==> src/rtl/clkdiv_glitchfree.sv <==
// ---------------------------------------------------------------------------
// clkdiv_glitchfree
//
// Programmable 50%-duty clock divider whose output flop drives the root of a
// clkbuf_16 distribution tree. Each half-period lasts DIV+1 CLK cycles.
// A new ratio is requested with LOAD. It is held pending and applied only at
// the rising-edge boundary of Y, or while idle. Enable and disable always
// complete full phases, so Y never produces a runt pulse. The one exception
// is the asynchronous reset R.
//
// Ports
//   CLK   in   source clock, rising edge
//   R     in   asynchronous reset, active high
//   EN    in   run request (level)
//   DIV   in   ratio code, captured on LOAD
//   LOAD  in   single-cycle request to adopt DIV
//   Y     out  divided clock, driven straight from a flop
//   ACK   out  one-cycle pulse when a pending ratio becomes active
//   BUSY  out  a loaded ratio is waiting to be applied
//
// state | meaning
// ------+-----------------------------------------------------------
// IDLE  | Y parked low, counter cleared, pending ratio applied at once
// RUN   | Y toggling; ratio changes and stop only at the rising boundary
// ---------------------------------------------------------------------------
module clkdiv_glitchfree #(
    parameter int WIDTH = 4
) (
    input  logic             CLK,
    input  logic             R,
    input  logic             EN,
    input  logic [WIDTH-1:0] DIV,
    input  logic             LOAD,
    output logic             Y,
    output logic             ACK,
    output logic             BUSY
);

    typedef enum logic {
        IDLE = 1'b0,
        RUN  = 1'b1
    } state_t;

    state_t           st_q, st_d;
    logic [WIDTH-1:0] cnt_q, cnt_d;
    logic [WIDTH-1:0] div_q, div_d;
    logic [WIDTH-1:0] div_p_q, div_p_d;
    logic             pend_q, pend_d;
    logic             y_q, y_d;
    logic             ack_q, ack_d;
    logic             at_bound;
    logic             apply;

    // The boundary is the edge at which Y would rise. It is the only point
    // in RUN where the phase length may change without cutting a phase short.
    assign at_bound = (st_q == RUN) && !y_q && (cnt_q == div_q);
    assign apply    = pend_q && ((st_q == IDLE) || at_bound);

    always_ff @(posedge CLK or posedge R) begin
        if (R) begin
            st_q    <= IDLE;
            cnt_q   <= '0;
            div_q   <= '0;
            div_p_q <= '0;
            pend_q  <= 1'b0;
            y_q     <= 1'b0;
            ack_q   <= 1'b0;
        end else begin
            st_q    <= st_d;
            cnt_q   <= cnt_d;
            div_q   <= div_d;
            div_p_q <= div_p_d;
            pend_q  <= pend_d;
            y_q     <= y_d;
            ack_q   <= ack_d;
        end
    end

    always_comb begin
        st_d    = st_q;
        cnt_d   = cnt_q;
        div_d   = div_q;
        div_p_d = div_p_q;
        pend_d  = pend_q;
        y_d     = y_q;
        ack_d   = 1'b0;

        // Applying the pending ratio takes precedence, so a start or restart
        // on this edge already runs its first high phase at the new ratio.
        if (apply) begin
            div_d  = div_p_q;
            pend_d = 1'b0;
            ack_d  = 1'b1;
        end

        case (st_q)
            IDLE: begin
                y_d   = 1'b0;
                cnt_d = '0;
                if (EN) begin
                    st_d = RUN;
                    y_d  = 1'b1;
                end
            end
            RUN: begin
                if (at_bound) begin
                    cnt_d = '0;
                    if (EN) begin
                        y_d = 1'b1;
                    end else begin
                        st_d = IDLE;
                        y_d  = 1'b0;
                    end
                end else if (cnt_q == div_q) begin
                    cnt_d = '0;
                    y_d   = ~y_q;
                end else begin
                    cnt_d = cnt_q + WIDTH'(1);
                end
            end
            default: begin
                st_d  = IDLE;
                y_d   = 1'b0;
                cnt_d = '0;
            end
        endcase

        // A LOAD on the applying edge is kept for the next boundary. The old
        // pending value has just been consumed, so the flag stays set.
        if (LOAD) begin
            div_p_d = DIV;
            pend_d  = 1'b1;
        end
    end

    assign Y    = y_q;
    assign ACK  = ack_q;
    assign BUSY = pend_q;

endmodule

==> config.mk <==
export PLATFORM = sky130hd
export DESIGN_NAME = clkdiv_glitchfree
export DESIGN_NICKNAME = d
export VERILOG_FILES = /design/src/rtl/clkdiv_glitchfree.sv
export SDC_FILE = /design/constraint.sdc
export NUM_CORES = 1
export LEC_CHECK = 0
export CORE_MARGIN = 2
export CORE_UTILIZATION = 44
export CTS_CLUSTER_DIAMETER = 80
export DETAILED_ROUTE_END_ITERATION = 6
export GPL_TIMING_DRIVEN = 0
export PLACE_DENSITY_LB_ADDON = 0.3
export SLEW_MARGIN = 20
export SYNTH_ARGS = -nofsm -noshare
export SYNTH_HDL_FRONTEND = slang
export SYNTH_SLANG_ARGS = --single-unit
export TNS_END_PERCENT = 10
==> constraint.sdc <==
create_clock -name CLK -period 1.5 [get_ports CLK]
set_input_delay 0.45 -clock CLK [delete_from_list [all_inputs] [get_ports CLK]]
set_output_delay 0.45 -clock CLK [all_outputs]
set_load 0.05 [all_outputs]
* Word-level counts from Yosys, hierarchy flattened
Index checks and enable logic that the tools add are counted.
** Word-level totals
- Flip-flop bits (word level) :: 16
- Output and inout port bits :: 3
** Operators by class
- Add/subtract/negate cells :: 1
- Equal/unequal tests :: 2
- Multiplexer cells :: 12
- Bitwise operators :: 2
- Reductions and logical operators :: 6
** Operators by type and width (number)
- 2-to-1 mux 4 bit :: 2
- one-hot mux 4 bit (2 select lines) :: 1
- 2-to-1 mux 1 bit :: 7
- adder 4 x 1 -> 4 bit (second input constant) :: 1
- equality test 4 bit :: 1
- one-hot mux 1 bit (2 select lines) :: 2
- logical AND 1 bit :: 3
- inequality test 3 x 1 -> 1 bit (second input constant) :: 1
- inverter 1 bit :: 2
- nonzero test 2 bit :: 1
- logical NOT 1 bit :: 1
- logical OR 1 bit :: 1

* Depth between registers and ports, before layout
Gate-level depths: netlist of the first run.
- Depth in word-level cells :: 7
- Depth in mapped cells :: 5

* Worst setup path after synthesis of the first run
No wires, ideal clock.
- Kind :: register to register
- From :: reg pend_q, in the netlist BUSY
- To :: reg div_q[0]
- Arrival :: 1110 ps
- Setup slack :: 257 ps
- Cell stages (with the launch flop) :: 4
- Buffers on the path :: 0
- Clock period less this slack :: 1243 ps
- Cells stage by stage :: dfrtp_1 nor2b_1 a22oi_1 o211ai_2
** Between the ends
- Longest elaborated chain between the ends :: 1
** RTL lines
- from (decl) :: RTL line 48 : logic pend_q, pend_d;
- from (signal assigned) :: RTL line 73 : pend_q <= pend_d;
- logical AND 1 bit :: RTL line 57 : assign apply = pend_q && ((st_q == IDLE) || at_bound);
- to (signal assigned) :: RTL line 71 : div_q <= div_d;
- to (decl) :: RTL line 46 : logic [WIDTH-1:0] div_q, div_d;
No other way between the ends.
A chain may end at the register's enable or synchronous reset.

* Worst setup path in the final report of the first run
- From :: reg pend_q, in the netlist BUSY
- To :: out BUSY
** RTL lines
- to (decl) :: RTL line 36 : output logic BUSY
No word-level cell between the ends.

==> impl_metrics.env, run 1 <==
export IMPL_worst_pin_slew_ns=0.612
export IMPL_layout_common_cells="dfrtp_1 (15), clkdlybuf4s50_1 (7), nand2_1 (6), xnor2_1 (5), nand3_1 (5)"
export IMPL_die_h_microns=46.0
export IMPL_antenna_found_initial=0
export IMPL_ys_warn_count=0
export IMPL_leakagePower_nw=0.401
export IMPL_worstRegToRegCells=5
export IMPL_num_rows=15
export IMPL_port_buffers=10
export IMPL_drc=0
export IMPL_cts_inserted_buffers=3
export IMPL_hold_buffers=0
export IMPL_setup_ws_ns=0.0718
export IMPL_hold_path_class="in2async"
export IMPL_finalWeightedCongestion=0.783
export IMPL_antennaDiodeCount=0
export IMPL_vias=503
export IMPL_syn_inst=64
export IMPL_cts_buffer_depth=2
export IMPL_async_flop_share_pct=100
export IMPL_final_max_slew_viol_count=0
export IMPL_rsz0062_at_grt="no"
export IMPL_final_common_cell="dfrtp_1"
export IMPL_end_kind="output port"
export IMPL_num_io_pins=11
export IMPL_root_buffer="clkbuf_4"
export IMPL_synth_ff_type="dfrtp_1"
export IMPL_ys_ff_latch=16
export IMPL_cts_sinks=16
export IMPL_cp_max_fo=6
export IMPL_grt_pass1_wl_mm=2.15
export IMPL_clk_pin_slew_ns=0.09
export IMPL_wl_mm=1.25
export IMPL_path_class="reg2out"
export IMPL_start_util_pct=45.9
export IMPL_core_sq_um=1690
export IMPL_hold_viol=0
export IMPL_max_cap_violations=0
export IMPL_ir_worst_vdd_mv=1.08
export IMPL_hpwl_microns=947
export IMPL_total_power_w=0.00175
export IMPL_die_x_microns=46.0
export IMPL_synth_area_sq_um=774
export IMPL_cp_cell_sequence="buf_2"
export IMPL_drt_first_pass_iters=4
export IMPL_finalClockSkew_ns=0.00172
export IMPL_gr_usage_all_layers_pct=14.8
export IMPL_status="completed"
export IMPL_critical_path_top_delay_family="flip-flops"
export IMPL_syn_area_per_cell_sq_um=12.1
export IMPL_cts_tree="done"
export IMPL_power_density_nw_per_um2=1920
export IMPL_slew_headroom_pct=59.2
export IMPL_cp_arrival_ns=0.98
export IMPL_avgViaCountPerCell=5.35
export IMPL_required_ns=1.05
export IMPL_ant_nets=0
export IMPL_drt_initial_drc_count=3
export IMPL_wl_per_cell_microns=13.3
export IMPL_syn_num_nets=73
export IMPL_place_ws_ns=-0.222
export IMPL_min_period_ns=1.43
export IMPL_cp_slowest_cell="dfrtp_1"
export IMPL_setup_viol=0
export IMPL_r2r_setup_slack_ns=0.20
export IMPL_cpPeakStageDelay_ns=0.41
export IMPL_drive_above_1_share_pct=27.3
export IMPL_cts_max_level=1
export IMPL_grt_max_degree=17
export IMPL_worstReg2RegEnd="div_q[3]"
export IMPL_ys_types=22
export IMPL_cts_post_setup_buffers_inserted=0
export IMPL_fin_nets=88
export IMPL_ys_seq_area_share_pct=51.7
export IMPL_area_growth_pct=17.9
export IMPL_dieArea_sq_um=2110
export IMPL_grt_ovfl_total=0
export IMPL_period_share_pct=95.2
export IMPL_r2r_start="div_q[1]"
export IMPL_worstSetupStartpointType="flop"
export IMPL_grt_pass1_vias=471
export IMPL_synth_edf_count=0
export IMPL_clock_fmax_mhz=700
export IMPL_clock_latency_ns=0.28
export IMPL_path_buf_inv=1
[power by group]
part / switching (W) / internal (W)
Combinational: 0.000474 / 0.000369
Sequential: 0.000125 / 0.000568
Clock: 0.000124 / 0.0000931
Total: 0.000724 / 0.00103
[synth_stat cells, types with 2 or more instances]
cell type | number | area share (%)
dfrtp_1 | 16 | 52
nor2_1 | 3 | 1.5
nand3_1 | 5 | 3.2
mux2_2 | 4 | 5.8
nor2b_1 | 2 | 1.6
o211ai_2 | 4 | 6.5
inv_1 | 2 | 0.97
nand2b_1 | 2 | 1.6
xnor2_1 | 5 | 5.7
nand2_1 | 6 | 2.9
a22oi_1 | 4 | 3.9
[final cells by class]
type                       instances  area (sq um)
clock buffer                       3          22.5
buffer                             2          25.0
timing repair buffer              10          93.8
sequential                        16           402
multi-input combinational         44           342
fill                             138           776
tap                               17          21.3
inverter                           2          7.51
[logic make-up after synthesis]
kind of cell / after synthesis / synth area share [%]
AOI/OAI and AO/OA: 11 / 14.4
and+or+nand+nor: 22 / 15.5
buffers and inverters: 4 / 4.20
adders and majority gates: 1 / 1.62
DFF: 16 / 51.7
muxes: 4 / 5.82
xor gates and xnor gates: 6 / 6.79
[through the flow]
stage          util, %  setup TNS, ns  instance area (sq um)  instances  hold slack, ns
2_1_floorplan        -              0                    774         64           0.364
3_3_place_gp      53.0         -0.425                    896         91           0.485
3_5_place_dp      53.0         -0.480                    896         91           0.511
4_1_cts           53.9              0                    910         94           0.522
5_1_grt           54.1              0                    913         94           0.545
6_report          54.1              0                    913         94           0.532
[per-layer routing]
metal	vias up	part of all wire, %	track usage (%)
met5	-	0	0
li1	254	-	-
met4	0	1.1	10.3
met1	242	47	19.8
met2	5	49	21.7
met3	2	2.1	2.38
[sequential cells by signal, summed over array words and instances (netlist names)]
name     flops
div_q        4
st_q         1
div_p_q      4
Y            1
ACK          1
BUSY         1
cnt_q        4
[how the worst max path moves through the flow]
stage,start,to,slack (ns),cells past startpoint
4_1_cts,Y,Y,0.006,1
3_5_place_dp,Y,Y,-0.22,1
5_1_grt,BUSY,BUSY,0.02,1
2_1_floorplan,BUSY,div_q[0],0.26,3
3_3_place_gp,Y,Y,-0.21,1
6_report,BUSY,BUSY,0.07,1
[timing repair]
item,4_1_cts,5_1_grt
setup endpoints to repair,3,1
gates resized for setup,13,2
cloned,0,0
No activity file was read; power rests on OpenSTA's default activity.
==> run 2, diff against run 1 <==
Settings changed: CORE_MARGIN 2 to 5, GPL_ROUTABILITY_DRIVEN set to 1.
==> run 2 against run 1 <==
Effect of this change:
- combinational power rose by 0.7%
- maximum frequency fell by 1.6%
- clock skew fell by 0.0010 ns
- cell count rose by 9.6%
- highest routed layer unchanged
- global-route usage fell by 1.4 points
- largest power group unchanged
- non-clock buffer count did not move
- register-to-register slack got worse by 0.02 ns
- clock-buffer cell count rose by 1
- clock power rose by 34%
- sequential share of layout area fell by 1.1 points
==> impl_metrics.env, run 2 (synthesized netlist as in run 1, its figures left out) <==
export IMPL_final_common_cell="dfrtp_1"
export IMPL_status="completed"
export IMPL_drt_first_pass_iters=4
export IMPL_layout_common_cells="dfrtp_1 (15), clkdlybuf4s50_1 (7), nand2_1 (6), xnor2_1 (5), nand3_1 (5)"
export IMPL_fin_nets=88
export IMPL_antenna_found_initial=0
export IMPL_cp_cell_sequence="buf_2"
export IMPL_final_max_slew_viol_count=0
export IMPL_root_buffer="clkbuf_4"
export IMPL_grt_ovfl_total=0
export IMPL_cp_arrival_ns=1.00
export IMPL_cp_max_fo=6
export IMPL_path_buf_inv=1
export IMPL_tns_ns=0
export IMPL_die_x_microns=52.0
export IMPL_cpPeakStageDelay_ns=0.41
export IMPL_worst_pin_slew_ns=0.607
export IMPL_port_buffers=10
export IMPL_cts_resized=13
export IMPL_max_cap_violations=0
export IMPL_drive_above_1_share_pct=28.2
export IMPL_hpwl_mm=1.02
export IMPL_cts_tree="done"
export IMPL_slew_headroom_pct=59.5
export IMPL_drt_initial_drc_count=17
export IMPL_finalWeightedCongestion=0.732
export IMPL_area_growth_pct=21.0
export IMPL_ant_nets=0
export IMPL_wl_mm=1.38
export IMPL_worstRegToRegCells=5
export IMPL_vias=541
export IMPL_clock_fmax_mhz=689
export IMPL_hold_buffers=0
export IMPL_leakagePower_nw=0.409
export IMPL_power_density_nw_per_um2=1960
export IMPL_cts_sinks=16
export IMPL_path_class="reg2out"
export IMPL_cts_post_setup_buffers_inserted=0
export IMPL_ir_worst_vdd_mv=1.40
export IMPL_start_util_pct=45.3
export IMPL_rsz0062_at_grt="no"
export IMPL_antennaDiodeCount=0
export IMPL_cp_num_cells=1
export IMPL_end_kind="output port"
export IMPL_core_sq_um=1710
export IMPL_cts_max_level=1
export IMPL_num_rows=15
export IMPL_hold_viol=0
export IMPL_grt_pass1_wl_mm=2.59
export IMPL_grt_max_degree=17
export IMPL_largestRegisters="cnt_q (4), div_p_q (4), div_q (4)"
export IMPL_worstSetupStartpointType="flop"
export IMPL_cp_slowest_cell="dfrtp_1"
export IMPL_drc=0
export IMPL_dieArea_sq_um=2700
export IMPL_min_period_ns=1.45
export IMPL_clk_pin_slew_ns=0.09
export IMPL_grt_pass1_vias=590
export IMPL_setup_viol=0
export IMPL_fillers=153
export IMPL_cts_inserted_buffers=3
export IMPL_required_ns=1.05
export IMPL_num_io_pins=11
export IMPL_total_power_w=0.00184
export IMPL_wl_per_cell_microns=13.4
export IMPL_cts_buffer_depth=2
export IMPL_finalClockSkew_ns=0.000699
export IMPL_hold_path_class="in2async"
export IMPL_avgViaCountPerCell=5.25
export IMPL_die_h_microns=52.0
export IMPL_clock_latency_ns=0.29
export IMPL_gr_usage_all_layers_pct=13.4
export IMPL_period_share_pct=96.7
export IMPL_critical_path_top_delay_family="flip-flops"
[run 2: cell types whose count changed in the layout (fill, tap and decap cells not counted), sizes merged]
cell,before,now
clkbuf,5,6
[run 2: metal layers]
layer | routed length, microns | global-route usage, % | vias up
met1 | 581 | 16.2 | 262
li1 | - | - | 255
met4 | 59 | 11.8 | 0
met3 | 52 | 1.15 | 5
met5 | 0 | 0 | -
met2 | 685 | 20.9 | 19
[run 2: final timing paths]
kind	from	to	slack [ns]
worst max-delay path	BUSY	BUSY	0.05
worst min-delay path	R	div_p_q[0]	0.52
worst max register to register	div_q[1]	div_q[2]	0.18
worst min register to register	cnt_q[0]	cnt_q[0]	0.52
max in group asynchronous	R	Y	0.56
min in group CLK	cnt_q[0]	cnt_q[0]	0.52
[run 2: report_power, final]
group	total, W	internal (W)	leakage [nW]	switching [W]
Sequential	0.000699	0.000568	0.175	0.000131
Combinational	0.000849	0.000369	0.212	0.000480
Clock	0.000290	0.000148	0.0210	0.000141
[run 2: final cells by class]
| cell class | count | area, sq um | share of cell area [%] |
|---|---|---|---|
| timing repair buffer | 10 | 93.8 | 10.0 |
| tap | 25 | 31.3 | 3.34 |
| buffer | 2 | 25.0 | 2.67 |
| clock buffer | 4 | 36.3 | 3.87 |
| inverter | 2 | 7.51 | 0.801 |
| multi-input combinational | 44 | 342 | 36.4 |
| sequential | 16 | 402 | 42.9 |
[run 2: metrics by stage]
stage	utilization, %	worst slack (ns)	instances	area (sq um)	hold slack, ns
2_1_floorplan	-	0.257	64	774	0.364
3_3_place_gp	53.0	-0.200	99	906	0.498
3_5_place_dp	53.0	-0.210	99	906	0.503
4_1_cts	54.7	0.00146	103	933	0.517
5_1_grt	54.9	0.00234	103	937	0.560
6_report	54.9	0.0489	103	937	0.516
==> run 3, diff against run 2 <==
Settings changed: ABC_CLOCK_PERIOD_IN_PS set to 1500, PLACE_DENSITY set to 0.67, PLACE_DENSITY_LB_ADDON 0.3 to not set.
==> run 3 against run 2 <==
Effect of this change:
- critical path depth unchanged
- largest power group unchanged
- highest routed layer unchanged
- combinational power decreased by 1%
- first-iteration DRC count decreased by 59%
- hold slack got worse by 0.010 ns
- core utilization increased by 0.15 points
- setup slack improved by 0.035 ns
- via count decreased by 6.1%
- sequential power about the same
- critical endpoint is now ACK
- register-to-register slack improved by 0.03 ns
- cell area increased by 0.27%
- non-clock buffer count unchanged
- largest cell class unchanged
- critical path type unchanged
- routed wire length decreased by 9.8%
==> impl_metrics.env, run 3 (synthesized netlist as in run 1, its figures left out) <==
export IMPL_period_share_pct=94.4
export IMPL_p_int_w=0.00109
export IMPL_vias=508
export IMPL_num_io_pins=11
export IMPL_num_rows=15
export IMPL_layout_common_cells="dfrtp_1 (15), clkdlybuf4s50_1 (7), nand2_1 (6)"
export IMPL_antennaDiodeCount=0
export IMPL_cts_inserted_buffers=3
export IMPL_dp_cells=99
export IMPL_path_buf_inv=1
export IMPL_status="completed"
export IMPL_setup_viol=0
export IMPL_fin_util_pct=55.0
export IMPL_grt_busiest_layer="met2"
export IMPL_avgViaCountPerCell=4.93
export IMPL_p_comb_share_pct=46.3
export IMPL_fillers=152
export IMPL_cp_max_fo=1
export IMPL_finalClockSkew_ns=0.00222
export IMPL_ir_worst_vdd_mv=1.00
export IMPL_final_max_slew_viol_count=0
export IMPL_worstSetupStartpointType="flop"
export IMPL_hold_viol=0
export IMPL_cpPeakStageDelay_ns=0.37
export IMPL_rsz0062_at_grt="no"
export IMPL_largestRegisters="cnt_q (4), div_p_q (4), div_q (4)"
export IMPL_fin_nets=88
export IMPL_stdcell_count=103
export IMPL_cts_buffer_depth=2
export IMPL_antenna_found_initial=0
export IMPL_hold_buffers=0
export IMPL_leakagePower_nw=0.411
export IMPL_area_growth_pct=21.3
export IMPL_cp_slowest_cell="dfrtp_1"
export IMPL_p_clk_share_pct=15.3
export IMPL_drt_first_pass_iters=4
export IMPL_cts_max_level=1
export IMPL_drc=0
export IMPL_cp_cell_sequence="clkdlybuf4s15_2"
export IMPL_clk_pin_slew_ns=0.09
export IMPL_grtUsageMet2_pct=17.8
export IMPL_critical_path_top_delay_family="flip-flops"
export IMPL_grt_pass1_wl_mm=2.33
export IMPL_cts_tree="done"
export IMPL_wl_per_cell_microns=12.1
export IMPL_power_density_nw_per_um2=1930
export IMPL_end_kind="output port"
export IMPL_wl_mm=1.24
export IMPL_drt_initial_drc_count=7
export IMPL_seqPwrFrac_pct=38.4
export IMPL_final_common_cell="dfrtp_1"
export IMPL_cts_post_setup_buffers_inserted=0
export IMPL_p_sw_w=0.000726
export IMPL_die_h_microns=52.0
export IMPL_globalRouteMet1Util_pct=15.8
export IMPL_hpwl_microns=939
export IMPL_core_sq_um=1710
export IMPL_hold_path_class="reg2reg"
export IMPL_grt_max_degree=17
export IMPL_die_x_microns=52.0
export IMPL_final_area_sq_um=940
export IMPL_port_buffers=10
export IMPL_required_ns=1.05
export IMPL_dieArea_sq_um=2700
export IMPL_start_util_pct=45.3
export IMPL_min_period_ns=1.42
export IMPL_ant_nets=0
export IMPL_cp_arrival_ns=0.97
export IMPL_slew_headroom_pct=59.7
export IMPL_path_class="reg2out"
export IMPL_drive_above_1_share_pct=28.2
export IMPL_grt_ovfl_total=0
export IMPL_grt_util_met3_pct=2.58
export IMPL_grt_pass1_vias=503
export IMPL_max_cap_violations=0
export IMPL_gr_usage_all_layers_pct=12.1
export IMPL_finalWeightedCongestion=0.724
export IMPL_place_area_sq_um=906
export IMPL_root_buffer="clkbuf_4"
export IMPL_clock_fmax_mhz=706
export IMPL_worst_pin_slew_ns=0.604
export IMPL_cts_sinks=16
export IMPL_netSwitchingFraction_pct=40.0
export IMPL_clock_latency_ns=0.28
-- run 3: cell count changes in the layout (fill, tap and decap cells not counted) --
cell | previous run | this run
clkbuf_4 | 4 | 5
buf_2 | 1 | 0
-- run 3: repair_timing --
| item | in CTS | in global routing |
|---|---|---|
| gates resized for setup | 13 | 3 |
| endpoints found under the setup margin | 3 | 2 |
| endpoints found under the hold margin | 0 | 0 |
-- run 3: routing by layer --
| layer | up-vias | part of all wire (%) |
|---|---|---|
| met4 | 0 | 2.3 |
| met1 | 245 | 48 |
| met2 | 6 | 48 |
| met5 | - | 0 |
| li1 | 255 | - |
| met3 | 2 | 1.4 |
-- run 3: stage by stage --
step	hold slack, ns	total power, W	setup WS [ns]	TNS, ns
floorplan	0.364	0.00137	0.257	0
global placement	0.493	0.00155	-0.215	-0.441
detailed placement	0.498	0.00156	-0.211	-0.478
CTS	0.512	0.00183	0.00767	0
global route	0.546	0.00196	0.0163	0
finish	0.506	0.00181	0.0835	0
-- run 3: layout make-up --
class                   count  area, sq um  area share, %
repair buffers             10         96.3           10.3
multi-input cells          44          342           36.4
flip-flops and latches     16          402           42.7
clock buffers               4         36.3           3.86
plain buffers               2         25.0           2.66
inverters                   2         7.51          0.799
well taps                  25         31.3           3.33
-- run 3: final timing paths --
| kind | from | slack [ns] | to | cells after the start |
|---|---|---|---|---|
| worst max-delay path | ACK | 0.08 | ACK | 1 |
| worst min-delay path | cnt_q[0] | 0.51 | cnt_q[0] | 1 |
| worst max register to register | div_q[1] | 0.21 | div_q[3] | 5 |
| worst min register to register | cnt_q[0] | 0.51 | cnt_q[0] | 1 |
| max in group asynchronous | R | 0.54 | Y | 2 |
| min in group asynchronous | R | 0.53 | div_p_q[2] | 2 |
-- run 3: power groups by stage --
stage          clock (W)  sequential, W  combinational [W]
3_3_place_gp           0       0.000702           0.000844
4_1_cts         0.000291       0.000693           0.000841
3_5_place_dp           0       0.000703           0.000860
2_1_floorplan          0       0.000794           0.000574
5_1_grt         0.000321       0.000720           0.000917
6_report        0.000278       0.000697           0.000840
